===== src/rtl/countdown_timer_pkg.sv =====
// countdown_timer_pkg: shared state encoding for the countdown timer
package countdown_timer_pkg;
  localparam logic ST_IDLE = 1'b0;
  localparam logic ST_RUN  = 1'b1;
  typedef enum logic {IDLE = ST_IDLE, RUN = ST_RUN} state_t;
endpackage


===== src/rtl/countdown_timer_if.sv =====
// countdown_timer_if: load handshake, control and status bundle of the countdown timer
//   master (controller): drives clear, en, load_valid, load_value; observes load_ready, cnt, busy, done
//   slave  (timer)     : the reverse
interface countdown_timer_if #(parameter int width = 8);
  logic clear;
  logic en;
  logic load_valid;
  logic [width-1:0] load_value;
  logic load_ready;
  logic [width-1:0] cnt;
  logic busy;
  logic done;
  modport master(output clear, en, load_valid, load_value, input load_ready, cnt, busy, done);
  modport slave(input clear, en, load_valid, load_value, output load_ready, cnt, busy, done);
endinterface


===== src/rtl/countdown_timer.sv =====
// countdown_timer: loadable down-counter with one-cycle registered done pulse on expiry
//   i_clk   : rising-edge clock
//   i_rst_n : asynchronous active-low reset
//   bus     : countdown_timer_if.slave (clear, en, load handshake, cnt, busy, done)
//   Optional macro COUNTDOWN_TIMER_AUTO_RELOAD_EN: reload the stored period at expiry and
//   accept period updates while running.
module countdown_timer
  import countdown_timer_pkg::*;
#(
  parameter int width = 8
) (
  input  logic               i_clk,
  input  logic               i_rst_n,
  countdown_timer_if.slave   bus
);
  state_t           r_state;
  logic [width-1:0] r_cnt;
  logic             r_done;
  logic             w_load;
`ifdef COUNTDOWN_TIMER_AUTO_RELOAD_EN
  logic [width-1:0] r_period;
  assign bus.load_ready = 1'b1;
`else
  assign bus.load_ready = (r_state == IDLE);
`endif
  assign w_load   = bus.load_valid && bus.load_ready;
  assign bus.cnt  = r_cnt;
  assign bus.busy = (r_state == RUN);
  assign bus.done = r_done;
  always_ff @(posedge i_clk or negedge i_rst_n) begin
    if (!i_rst_n) begin
      r_state  <= IDLE;
      r_cnt    <= '0;
      r_done   <= 1'b0;
`ifdef COUNTDOWN_TIMER_AUTO_RELOAD_EN
      r_period <= '0;
`endif
    end else if (bus.clear) begin
      r_state <= IDLE;
      r_cnt   <= '0;
      r_done  <= 1'b0;
    end else if (r_state == IDLE) begin
      // a zero load expires immediately without ever entering RUN
      r_done <= w_load && (bus.load_value == '0);
      if (w_load) begin
        r_cnt   <= bus.load_value;
        r_state <= (bus.load_value == '0) ? IDLE : RUN;
`ifdef COUNTDOWN_TIMER_AUTO_RELOAD_EN
        r_period <= bus.load_value;
`endif
      end
    end else begin
      // RUN never holds a zero count, so expiry is detected at 1
      r_done <= bus.en && (r_cnt == 1);
`ifdef COUNTDOWN_TIMER_AUTO_RELOAD_EN
      if (w_load) r_period <= bus.load_value;
`endif
      if (bus.en) begin
        if (r_cnt != 1) r_cnt <= r_cnt - 1'b1;
`ifdef COUNTDOWN_TIMER_AUTO_RELOAD_EN
        else begin
          // the old period applies here; a same-cycle load only affects the next expiry
          r_cnt   <= r_period;
          r_state <= (r_period == '0) ? IDLE : RUN;
        end
`else
        else begin
          r_cnt   <= '0;
          r_state <= IDLE;
        end
`endif
      end
    end
  end
endmodule


===== src/flat_wrapper.sv =====
// flat-port wrapper written by rule: the top's interface ports become plain ports
module countdown_timer_flat import countdown_timer_pkg::*;
#(
  parameter int width = 8
)
  (i_clk, i_rst_n, bus_clear, bus_en, bus_load_valid, bus_load_value, bus_load_ready, bus_cnt, bus_busy, bus_done);
  countdown_timer_if #(.width(width)) bus_i ();
  input  logic i_clk;
  input  logic i_rst_n;
  input wire logic [$bits(bus_i.clear)-1:0] bus_clear;
  input wire logic [$bits(bus_i.en)-1:0] bus_en;
  input wire logic [$bits(bus_i.load_valid)-1:0] bus_load_valid;
  input wire logic [$bits(bus_i.load_value)-1:0] bus_load_value;
  output wire logic [$bits(bus_i.load_ready)-1:0] bus_load_ready;
  output wire logic [$bits(bus_i.cnt)-1:0] bus_cnt;
  output wire logic [$bits(bus_i.busy)-1:0] bus_busy;
  output wire logic [$bits(bus_i.done)-1:0] bus_done;
  assign bus_i.clear = bus_clear;
  assign bus_i.en = bus_en;
  assign bus_i.load_valid = bus_load_valid;
  assign bus_i.load_value = bus_load_value;
  assign bus_load_ready = bus_i.load_ready;
  assign bus_cnt = bus_i.cnt;
  assign bus_busy = bus_i.busy;
  assign bus_done = bus_i.done;
  countdown_timer #(.width(width)) u_core (.i_clk(i_clk), .i_rst_n(i_rst_n), .bus(bus_i));
endmodule

===== config.mk =====
export PLATFORM = sky130hd
export DESIGN_NAME = countdown_timer_flat
export DESIGN_NICKNAME = d
export VERILOG_FILES = /design/src/rtl/countdown_timer_pkg.sv /design/src/rtl/countdown_timer_if.sv /design/src/rtl/countdown_timer.sv /design/src/flat_wrapper.sv
export SDC_FILE = /design/constraint.sdc
export NUM_CORES = 1
export LEC_CHECK = 0
export CAP_MARGIN = 20
export CELL_PAD_IN_SITES_DETAIL_PLACEMENT = 1
export CELL_PAD_IN_SITES_GLOBAL_PLACEMENT = 1
export CORE_AREA = 5 5 54 56
export CTS_CLUSTER_DIAMETER = 200
export CTS_CLUSTER_SIZE = 16
export DETAILED_ROUTE_END_ITERATION = 10
export DIE_AREA = 0 0 59 61
export HOLD_SLACK_MARGIN = 0.05
export PLACE_DENSITY = 0.81
export REMOVE_ABC_BUFFERS = 1
export SLEW_MARGIN = 10
export SYNTH_ARGS = -nofsm -noshare
export SYNTH_HDL_FRONTEND = slang
export SYNTH_SLANG_ARGS = --single-unit

===== constraint.sdc =====
create_clock -name i_clk -period 2 [get_ports i_clk]
set_input_delay 0.4 -clock i_clk [delete_from_list [all_inputs] [get_ports i_clk]]
set_output_delay 0.4 -clock i_clk [all_outputs]
set_load 0.1 [all_outputs]

# After elaboration in Yosys (flattened, before gate mapping)
# Index checks and enable logic that the tools add are counted.
# word_totals
reg_bits	10
# classes
addsub	1
bitwise_logic	1
reduce_logical	6
n_mux	13
n_eq_ne	3
# ops
cell	count
two-way mux 8 bit	5
equality test 8 x 1 -> 1 bit, second input constant	1
zero test 8 bit	1
two-way mux 1 bit	8
inequality test 8 x 1 -> 1 bit, second input constant	1
subtractor 8 x 1 -> 8 bit, second input constant	1
logical AND 1 bit	3
inequality test 3 bit, second input constant	1
nonzero test 3 bit	1
AND reduction 2 bit	1
NOT 1 bit	1

# Logic depth before layout (Yosys ltp)
# logic_depth
word_depth	5
ltp_mapped	6
mapped_depth_nobuf	6

# Worst setup path before layout
# Ideal clock, no wire load.
# synth_timing
path_type	reg-to-reg
from	reg u_core.r_cnt[1], in the netlist u_core.bus.cnt[1]
to	reg u_core.r_cnt[3], in the netlist u_core.bus.cnt[3]
arrival_ps	2039
path_slack_ps	-140
required_time_ps	1899
period_less_slack_ps	2140
stages_incl_launch_ff	7
cell_sequence	dfrtp_1 -> inv_1 -> ha_1 -> nor4b_4 -> and2b_2 -> a2bb2oi_1 -> o32ai_1
# synth_between
elab_chain_cells	5
elab_cells_between_ends	6
classes_between	add/sub: 1; eq/ne: 1; mux: 4
# synth_rtl
element	line_no	rtl
start: declaration	countdown_timer.sv:17	logic [width-1:0] r_cnt;
start signal: assignment	countdown_timer.sv:46	r_cnt <= bus.load_value;
start signal: assignment	countdown_timer.sv:59	if (r_cnt != 1) r_cnt <= r_cnt - 1'b1;
subtractor 8 x 1 -> 8 bit or inequality test 8 x 1 -> 1 bit (tied branches)	countdown_timer.sv:59	
two-way mux 8 bit (*)	countdown_timer.sv:59	
two-way mux 8 bit (*)	countdown_timer.sv:58	if (bus.en) begin
two-way mux 8 bit (*)	countdown_timer.sv:42	end else if (r_state == IDLE) begin
two-way mux 8 bit (*)	countdown_timer.sv:38	end else if (bus.clear) begin
# Mark *: on every way between the ends. The rest lies on a longest branch, timed or not. The select of a mux whose other input is x is not followed.
# A chain may end at the register's enable or synchronous reset.

# Worst setup path after layout
# layout_timing
from	reg u_core.r_cnt[1], in the netlist u_core.bus.cnt[1]
to	reg u_core.r_cnt[0], in the netlist u_core.bus.cnt[0]
# layout_between
elab_chain_cells	5
# layout_rtl
element	line_no
inequality test 8 x 1 -> 1 bit	countdown_timer.sv:59
two-way mux 8 bit	countdown_timer.sv:59
two-way mux 8 bit	countdown_timer.sv:58
two-way mux 8 bit	countdown_timer.sv:42
two-way mux 8 bit	countdown_timer.sv:38
# Every way passes these cells. The select of a mux whose other input is x is not followed.

==> results.yml <==
routing:
  viasPerCell: 5.59
  vias: 755
  drtIter0Drc: 11
  drc: 0
  ant_nets: 0
  drtPass1Iterations: 4
  routedWlPerCell_um: 17.1
  wl_um: 2310
clock_tree:
  cts-resized-gates: 0
  htree_levels: 1
  cts_buffers: 3
  cts.sinks: 10
  clockBufferDepth: 2
  post-cts-setup-buffer-count: 0
  ctsHoldBuffers: 0
  cts_tree: "built"
  clk_latency_ns: 0.27
  clockRootBuffer: "clkbuf_4"
  cts.clk_slew.worst_paths_ns: 0.07
floorplanning:
  fp-row-count: 18
  io_pins: 24
  die_area_um2: 3600
  die_width_um: 59
  coreArea_um2: 2390
  die_y_um: 61
  initial_core_util_pct: 29.0
global_routing:
  grt_pass1_wl_um: 3800
  grt_max_degree: 12
  grt_pass1_vias: 762
  grtUsageTotal_pct: 14.6
  antenna_found_initial: 0
  overflow: 0
placement:
  place_worst_setup_slack_ns: 0.153
  dp.cells: 132
  gp_congestion: 0.775
  hpwl_um: 1850
  io_buffers: 23
sta:
  report.final.slew_viol_count: 0
  setup_violations: 0
  max_clock_freq_mhz: 544
  clock_skew_ns: 0.0121
  layout_min_cycle_time_ns: 1.84
  relSlewSlack_pct: 66.5
  fin_ws_ns: 0.163
  finalCritPeriodShare_pct: 91.9
  hold_violations: 0
  worst_pin_slew_ns: 0.502
  tns_ns: 0
  rsz0062_at_grt: "no"
worst_setup_path:
  crit_chain: "inv_1 > ha_1 > nor4b_4 > a21oi_1 > a221oi_1 > a211oi_1"
  r2r_end: "u_core.bus.cnt[0]"
  path_delay_family: "compound AO/OA/AOI/OAI gates"
  reg2regPathDepth: 6
  arrival_ns: 1.96
  cp_data_required_time_ns: 2.12
  slowest_delay_ns: 0.45
  crit_path_end: "u_core.bus.cnt[0]"
  r2r_setup_slack_ns: 0.16
  critPathKind: "flip-flop to flip-flop"
  crit_path_start: "u_core.bus.cnt[1]"
  cp.depth: 6
  worst-path-buf-inv: 1
  crit_fanout: 6
  slowest_stage: "dfrtp_1"
  reg2reg_from: "u_core.bus.cnt[1]"
  end_kind: "flip-flop"
  start_kind: "flip-flop"
logic_synthesis:
  ys.flop_type: "dfrtp_1"
  synth_area_per_cell_um2: 8.87
  ys_seq_elements: 10
  syn_inst: 78
  netlist_area_um2: 692
  yosysSeqAreaShare_pct: 36.2
  async_flop_share_pct: 100
  ys_types: 32
  yosys_warnings: 0
  synth_edf_count: 0
power_and_ir_drop:
  ir_worst_vdd_v: 0.000324
  p_switching_w: 0.000360
  swShare_pct: 44.8
  intPower_w: 0.000444
  power_w: 0.000804
  clkPwrFrac_pct: 17.5
  power.density_nw_per_um2: 736
  seqPwrFrac_pct: 32.1
  combPwrFrac_pct: 50.4
  p_leak_nw: 0.431
outcome:
  outcome: "finished, final reports clean"
flow_run:
  drv_cap: 0
layout:
  layout_commonest_cell: "clkdlybuf4s50_1"
  num_antenna_cells: 0
  area_growth_syn_to_layout_pct: 58.0
  layout.cells.non_filler: 135
  final_net_count: 122
  final_cell_mix: "clkdlybuf4s50_1, a21oi_1, buf_12, dfrtp_1"
  layout-drive-gt1-share_pct: 21.9
worst_hold_path:
  min_path_type: "input port to async pin"
## layout make-up
cell class | instances | area, um2
fillers | 284 | 1290
well taps | 30 | 37.5
inverters | 3 | 11.3
clock buffers | 3 | 22.5
flip-flops and latches | 10 | 250
multi-input cells | 63 | 422
repair buffers | 26 | 350
## metal layers
layer  vias to the layer above  part of all wire, %  track usage [%]
li1                        360                    -                -
met5                         -                    0                0
met4                         0                  2.6             8.09
met1                       367                   41             17.1
met3                         6                  5.2             4.04
met2                        22                   51             24.3
## cells in the mapped netlist, drive strengths merged, types with 2 or more instances
cell type | number | share of area, %
a31oi | 2 | 1.8
dfrtp | 10 | 36
inv | 3 | 1.6
or3 | 2 | 1.8
o21ai | 2 | 1.4
nand4 | 2 | 1.8
ha | 2 | 3.6
nor2 | 6 | 3.3
nand2b | 3 | 2.7
nand2 | 4 | 2.2
nor4 | 3 | 2.7
a211oi | 5 | 5.4
nand3 | 6 | 4.3
a21oi | 11 | 8.0
## power groups by stage
stage          Combinational (W)  Sequential [W]  Clock (W)
6_report                0.000406        0.000258   0.000140
2_1_floorplan           0.000122        0.000375          0
5_1_grt                 0.000429        0.000262   0.000157
3_3_place_gp            0.000401        0.000261          0
4_1_cts                 0.000408        0.000258   0.000148
3_5_place_dp            0.000407        0.000262          0
## state kept, by name (all words and copies together) (netlist names)
| name | flops |
|---|---|
| u_core.bus.busy | 1 |
| u_core.bus.cnt | 8 |
| u_core.bus.done | 1 |
## worst min path at each step
stage | from | endpoint | slack, ns | cells after the start
floorplan | i_rst_n | u_core.bus.busy | 0.10 | 0
global placement | u_core.bus.cnt[1] | u_core.bus.cnt[1] | 0.65 | 2
detailed placement | u_core.bus.cnt[6] | u_core.bus.cnt[6] | 0.67 | 2
CTS | i_rst_n | u_core.bus.cnt[7] | 0.47 | 1
global route | i_rst_n | u_core.bus.cnt[7] | 0.49 | 1
finish | i_rst_n | u_core.bus.cnt[1] | 0.46 | 1
## through the flow
step,instance area [um2],utilization [%],hold slack (ns)
3_5_place_dp,1070,44.9,0.671
6_report,1090,45.8,0.461
5_1_grt,1090,45.8,0.495
4_1_cts,1090,45.8,0.468
2_1_floorplan,683,-,0.104
3_3_place_gp,1070,44.9,0.650
## logic make-up after synthesis
family	Yosys count	share of synthesized area (%)
mux	2	3.07
fa+ha+maj	2	3.62
flops	10	36.2
buf+inv	5	2.89
compound gates	26	23.9
simple gates	33	30.4
Power figures use the tool's default switching activity.
